--- src/rtl/chunk_scanner.sv ---
`default_nettype none
// ============================================================================
//  Module   : chunk_scanner
//  Purpose  : Frame-level sequencer that drives chunk_drawer. Walks every
//             chunk of the display in raster order, fetches each chunk's
//             2-bit state from board RAM and restarts the drawer. It also
//             gates the drawer's pixel stream with a write enable until the
//             drawer reports done. One start pulse repaints the whole frame.
//  Ports    : clk          - system clock, rising edge
//             reset        - asynchronous active-low reset
//             start        - one-cycle repaint request (honoured in IDLE only)
//             mem_addr     - board RAM read address (combinational)
//             mem_data     - board RAM read data (one-cycle read latency)
//             x_chunk      - current chunk column
//             y_chunk      - current chunk row
//             data_out     - latched chunk state for chunk_drawer
//             drawer_reset - synchronous active-high restart for the drawer
//             drawer_done  - drawer has finished the current chunk
//             pixel_we     - framebuffer write enable for the drawer's pixels
//             busy         - frame in progress
//             frame_done   - one-cycle pulse when the last chunk completes
//  Revision : 1.0 - initial release
// ============================================================================
module chunk_scanner #(
  parameter int CHUNK_SIZE = 16,
  parameter int COLS       = 40,
  parameter int ROWS       = 30,
  parameter int ADDR_W     = 11
) (
  input  logic              clk,
  input  logic              reset,
  input  logic              start,
  output logic [ADDR_W-1:0] mem_addr,
  input  logic [1:0]        mem_data,
  output logic [5:0]        x_chunk,
  output logic [4:0]        y_chunk,
  output logic [1:0]        data_out,
  output logic              drawer_reset,
  input  logic              drawer_done,
  output logic              pixel_we,
  output logic              busy,
  output logic              frame_done
);

  localparam logic [2:0] S_IDLE     = 3'd0;
  localparam logic [2:0] S_READ     = 3'd1;
  localparam logic [2:0] S_WAIT_MEM = 3'd2;
  localparam logic [2:0] S_CLEAR    = 3'd3;
  localparam logic [2:0] S_DRAW     = 3'd4;
  localparam logic [2:0] S_NEXT     = 3'd5;

  localparam logic [5:0] C_LAST_COL = 6'(COLS - 1);
  localparam logic [4:0] C_LAST_ROW = 5'(ROWS - 1);

  // Elaboration-time guard: the chunk grid must fit the coordinate ports
  // and the board RAM address space, and the chunk must be non-empty.
  if (CHUNK_SIZE < 1 || COLS < 1 || ROWS < 1 || COLS > 64 || ROWS > 32 ||
      (COLS * ROWS) > (1 << ADDR_W)) begin : g_bad_params
    $error("chunk_scanner: illegal parameter combination");
  end

  logic [2:0] state_q, state_d;
  logic [5:0] x_chunk_q, x_chunk_d;
  logic [4:0] y_chunk_q, y_chunk_d;
  logic [1:0] data_q, data_d;
  // Marks the first DRAW cycle: the drawer's registered pixel outputs still
  // hold their reset values then, so that cycle is never written.
  logic       first_draw_q, first_draw_d;
  logic       last_chunk;

  assign last_chunk = (x_chunk_q == C_LAST_COL) && (y_chunk_q == C_LAST_ROW);

  always_comb begin
    state_d      = state_q;
    x_chunk_d    = x_chunk_q;
    y_chunk_d    = y_chunk_q;
    data_d       = data_q;
    first_draw_d = first_draw_q;
    case (state_q)
      S_IDLE: begin
        if (start) begin
          x_chunk_d = 6'd0;
          y_chunk_d = 5'd0;
          state_d   = S_READ;
        end
      end
      S_READ:     state_d = S_WAIT_MEM;
      S_WAIT_MEM: begin
        data_d  = mem_data;
        state_d = S_CLEAR;
      end
      S_CLEAR: begin
        first_draw_d = 1'b1;
        state_d      = S_DRAW;
      end
      S_DRAW: begin
        first_draw_d = 1'b0;
        // A done seen on the first DRAW cycle is stale and is ignored.
        if (drawer_done && !first_draw_q) begin
          state_d = S_NEXT;
        end
      end
      S_NEXT: begin
        if (x_chunk_q < C_LAST_COL) begin
          x_chunk_d = x_chunk_q + 6'd1;
          state_d   = S_READ;
        end else if (y_chunk_q < C_LAST_ROW) begin
          x_chunk_d = 6'd0;
          y_chunk_d = y_chunk_q + 5'd1;
          state_d   = S_READ;
        end else begin
          x_chunk_d = 6'd0;
          y_chunk_d = 5'd0;
          state_d   = S_IDLE;
        end
      end
      default: state_d = S_IDLE;
    endcase
  end

  always_ff @(posedge clk or negedge reset) begin
    if (!reset) begin
      state_q      <= S_IDLE;
      x_chunk_q    <= 6'd0;
      y_chunk_q    <= 5'd0;
      data_q       <= 2'd0;
      first_draw_q <= 1'b0;
    end else begin
      state_q      <= state_d;
      x_chunk_q    <= x_chunk_d;
      y_chunk_q    <= y_chunk_d;
      data_q       <= data_d;
      first_draw_q <= first_draw_d;
    end
  end

  assign mem_addr     = ADDR_W'(y_chunk_q) * ADDR_W'(COLS) + ADDR_W'(x_chunk_q);
  assign x_chunk      = x_chunk_q;
  assign y_chunk      = y_chunk_q;
  assign data_out     = data_q;
  // The drawer is held in restart in every state except DRAW.
  assign drawer_reset = (state_q != S_DRAW);
  assign pixel_we     = (state_q == S_DRAW) && !first_draw_q;
  assign busy         = (state_q != S_IDLE);
  assign frame_done   = (state_q == S_NEXT) && last_chunk;

endmodule
`default_nettype wire

--- config.mk ---
export PLATFORM = sky130hd
export DESIGN_NAME = chunk_scanner
export DESIGN_NICKNAME = d
export VERILOG_FILES = /design/src/rtl/chunk_scanner.sv
export SDC_FILE = /design/constraint.sdc
export NUM_CORES = 1
export LEC_CHECK = 0
export BUFFER_PORTS_ARGS = -buffer_cell sky130_fd_sc_hd__buf_4
export CAP_MARGIN = 25
export CORE_MARGIN = 2
export CORE_UTILIZATION = 54
export CTS_BUF_LIST = sky130_fd_sc_hd__clkbuf_4
export CTS_CLUSTER_DIAMETER = 80
export CTS_CLUSTER_SIZE = 14
export DETAILED_ROUTE_END_ITERATION = 10
export GPL_ROUTABILITY_DRIVEN = 0
export MAX_ROUTING_LAYER = met4
export PLACE_DENSITY = 0.82
export SETUP_SLACK_MARGIN = 0.5
export SLEW_MARGIN = 25
export SYNTH_ARGS = -nofsm -noshare
export SYNTH_HDL_FRONTEND = slang
export SYNTH_SLANG_ARGS = --single-unit
--- constraint.sdc ---
create_clock -name clk -period 2.8 [get_ports clk]
set_clock_uncertainty 0.05 [all_clocks]
set_input_delay 0.28 -clock clk [delete_from_list [all_inputs] [get_ports clk]]
set_output_delay 0.28 -clock clk [all_outputs]
set_load 0.01 [all_outputs]
==> results.sh <==
export IMPL_status="finished, final reports clean"
export IMPL_maxSlewHeadroom=0.749
export IMPL_htreeDepth=1
export IMPL_die_y_um=53.2
export IMPL_clock_path_buffers=2
export IMPL_port_buffers=33
export IMPL_yosys_register_bits=17
export IMPL_worst_slew_pin_slew_ns=0.375
export IMPL_place_ws_ns=0.377
export IMPL_worstPathArrival_ns=2.30
export IMPL_seq_power_share=0.318
export IMPL_r2r_start="x_chunk[0]"
export IMPL_layout_common_cells="buf_4 (41), nand2_1 (13), dfrtp_1 (13), ha_1 (8)"
export IMPL_p_comb_frac=0.583
export IMPL_final_nets=193
export IMPL_overflow=0
export IMPL_avgRoutedWirePerCell_um=17.5
export IMPL_cts_tree="done"
export IMPL_start_util=0.579
export IMPL_ys_flop_type="dfrtp_1"
export IMPL_vias_per_cell=5.93
export IMPL_fin_crit_ns=2.63
export IMPL_critPathMaxStageDelay_ns=0.58
export IMPL_drc_errors=0
export IMPL_grt_util_all_layers=0.265
export IMPL_yosys_warnings=0
export IMPL_worstPathCellList="ha_4 > ha_4 > fa_2 > nand2_2 > nor2_4 > xor2_2 > buf_4"
export IMPL_drv_slew=0
export IMPL_p_int_uw=807
export IMPL_ios=34
export IMPL_timing_setup_tns_ns=0
export IMPL_syn_area_um2=1310
export IMPL_fin_crit_sh=0.938
export IMPL_synth_cells=132
export IMPL_rsz0062_at_grt="true"
export IMPL_seq_area_frac_synth=0.326
export IMPL_power_density_nw_per_um2=817
export IMPL_ys_async_sr_fraction=1.00
export IMPL_syn_to_final_growth_pct=35.5
export IMPL_seq_area_um2=430
export IMPL_cts_buffers=3
export IMPL_peakVddDrop_uv=551
export IMPL_leakagePower_nw=0.837
export IMPL_ys_types=44
export IMPL_r2r_slack_ns=0.80
export IMPL_antenna_found_initial=0
export IMPL_hp_start="mem_data[0]"
export IMPL_grt_pass1_wl_mm=5.19
export IMPL_worstReg2RegEnd="y_chunk[3]"
export IMPL_whs_path_depth=2
export IMPL_syn_avg_cell_area_um2=9.89
export IMPL_final_common_cell="buf_4"
export IMPL_routed_wl_mm=3.51
export IMPL_clkTransAtPathRegs_ns=0.11
export IMPL_fp_dieArea_um2=2830
export IMPL_root_buffer="clkbuf_4"
export IMPL_start_kind="flip-flop"
export IMPL_swShare=0.441
export IMPL_clockPowerShare=0.099
export IMPL_cp_common_cell="ha_4"
export IMPL_rows=17
export IMPL_grt_pass1_vias=1139
export IMPL_antennaDiodeCount=0
export IMPL_setup_violations=0
export IMPL_worstRegToRegCells=5
export IMPL_clock_latency_ns=0.30
export IMPL_fill_cells=148
export IMPL_drt_iter0_drc=31
export IMPL_min_to="data_out[0]"
export IMPL_synth_edf_count=0
export IMPL_multi_input_area_um2=908
export IMPL_clock_sinks=17
export IMPL_holdCritPathClass="input pin to flip-flop"
export IMPL_hold_viol=0
export IMPL_crit_required_ns=2.47
export IMPL_syn_num_nets=152
export IMPL_drive_above_1_share=0.436
export IMPL_ant_nets=0
export IMPL_setup_ws_ns=0.173
export IMPL_dp_final_hpwl_mm=2.12
export IMPL_first_pass_iters=4
export IMPL_cp_end_kind="output pin"
export IMPL_grt_max_degree=18
export IMPL_maxCapViolCount=0
export IMPL_critPathMaxFanout=3
export IMPL_coreArea_um2=2250
export IMPL_vias=1186
export IMPL_fmaxAchievable_mhz=381
export IMPL_die_w_um=53.2
export IMPL_power_switching_uw=637
export IMPL_critPathKind="flip-flop to output pin"
export IMPL_slowest_stage="fa_2"
-- cell usage after synthesis (2+ instances only) --
cell type | instances | area [um2]
xor2_1 | 2 | 17.5
buf_6 | 2 | 22.5
mux2_2 | 2 | 22.5
a21oi_1 | 8 | 40.0
inv_1 | 7 | 26.3
o21ai_1 | 2 | 10.0
o21ai_0 | 5 | 25.0
nand2_1 | 14 | 52.6
buf_4 | 4 | 30.0
nand2b_1 | 4 | 25.0
nand3_1 | 7 | 35.0
o2111ai_1 | 2 | 17.5
nor2_1 | 3 | 11.3
ha_1 | 12 | 150
xnor2_1 | 6 | 52.6
dfrtp_1 | 17 | 425
nor2b_1 | 2 | 12.5
fa_1 | 2 | 40.0
a31oi_1 | 3 | 18.8
a21o_1 | 4 | 30.0
-- registers in the layout, indices dropped and copies added, names as in the netlist --
name,flops
x_chunk,6
y_chunk,5
state_q,3
data_out,2
first_draw_q,1
-- cell type report --
class                      instances  share of cell area
multi-input combinational        100               0.514
inverter                           7              0.0149
tap                               28              0.0198
clock buffer                       3              0.0127
timing repair buffer              44               0.192
sequential                        17               0.243
clock inverter                     1             0.00283
-- critical path, delay by kind of cell, from the launching register on --
kind | cells | cell delay (ns)
adders and majority gates | 3 | 0.99
DFF | 1 | 0.44
and+or+nand+nor | 2 | 0.22
xor gates and xnor gates | 1 | 0.19
buffers and inverters | 1 | 0.15
-- per-layer routing --
metal / share of wire / wire length, um / track usage
met1: 0.38 / 1350 / 0.304
met2: 0.52 / 1820 / 0.471
met3: 0.055 / 192 / 0.0311
met4: 0.041 / 144 / 0.103
met5: 0 / 0 / -
-- kinds of logic after synthesis --
logic type / after synthesis / synth area share
muxes: 2 / 0.0173
adders and majority gates: 14 / 0.146
xor gates and xnor gates: 8 / 0.0537
and+or+nand+nor: 41 / 0.170
buffers and inverters: 15 / 0.0671
DFF: 17 / 0.326
AOI/OAI and AO/OA: 35 / 0.221
-- worst max-delay path by stage --
stage | to | from
2_1_floorplan | mem_addr[9] | y_chunk[1]
3_3_place_gp | mem_addr[8] | y_chunk[1]
3_5_place_dp | mem_addr[8] | y_chunk[3]
4_1_cts | mem_addr[8] | y_chunk[1]
5_1_grt | mem_addr[8] | y_chunk[2]
6_report | mem_addr[8] | y_chunk[1]
-- stage by stage --
step / area, um2 / hold WS (ns) / utilization / power, mW / instances
after floorplan: 1320 / -0.0656 / - / 0.940 / 132
after global placement: 1550 / 0.105 / 0.686 / 1.16 / 186
after detailed placement: 1550 / 0.112 / 0.686 / 1.19 / 186
after CTS: 1700 / 0.159 / 0.752 / 1.39 / 200
after global routing: 1770 / 0.155 / 0.784 / 1.55 / 200
final: 1770 / 0.164 / 0.784 / 1.44 / 200
-- what timing repair did --
action | CTS | global route
gates resized for setup | 8 | 14
buffers inserted | 9 | 0
hold endpoints to repair | 17 | 0
pin swaps | 6 | 5
hold buffers | 1 | 0
setup endpoints to repair | 4 | 5
-- power groups by stage --
stage	sequential, mW	combinational [mW]	clock [mW]
after global routing	0.475	0.922	0.156
after floorplan	0.443	0.497	0
after detailed placement	0.476	0.710	0
after global placement	0.466	0.692	0
after CTS	0.453	0.789	0.145
final	0.459	0.842	0.142
No activity file was read; power rests on OpenSTA's default activity.
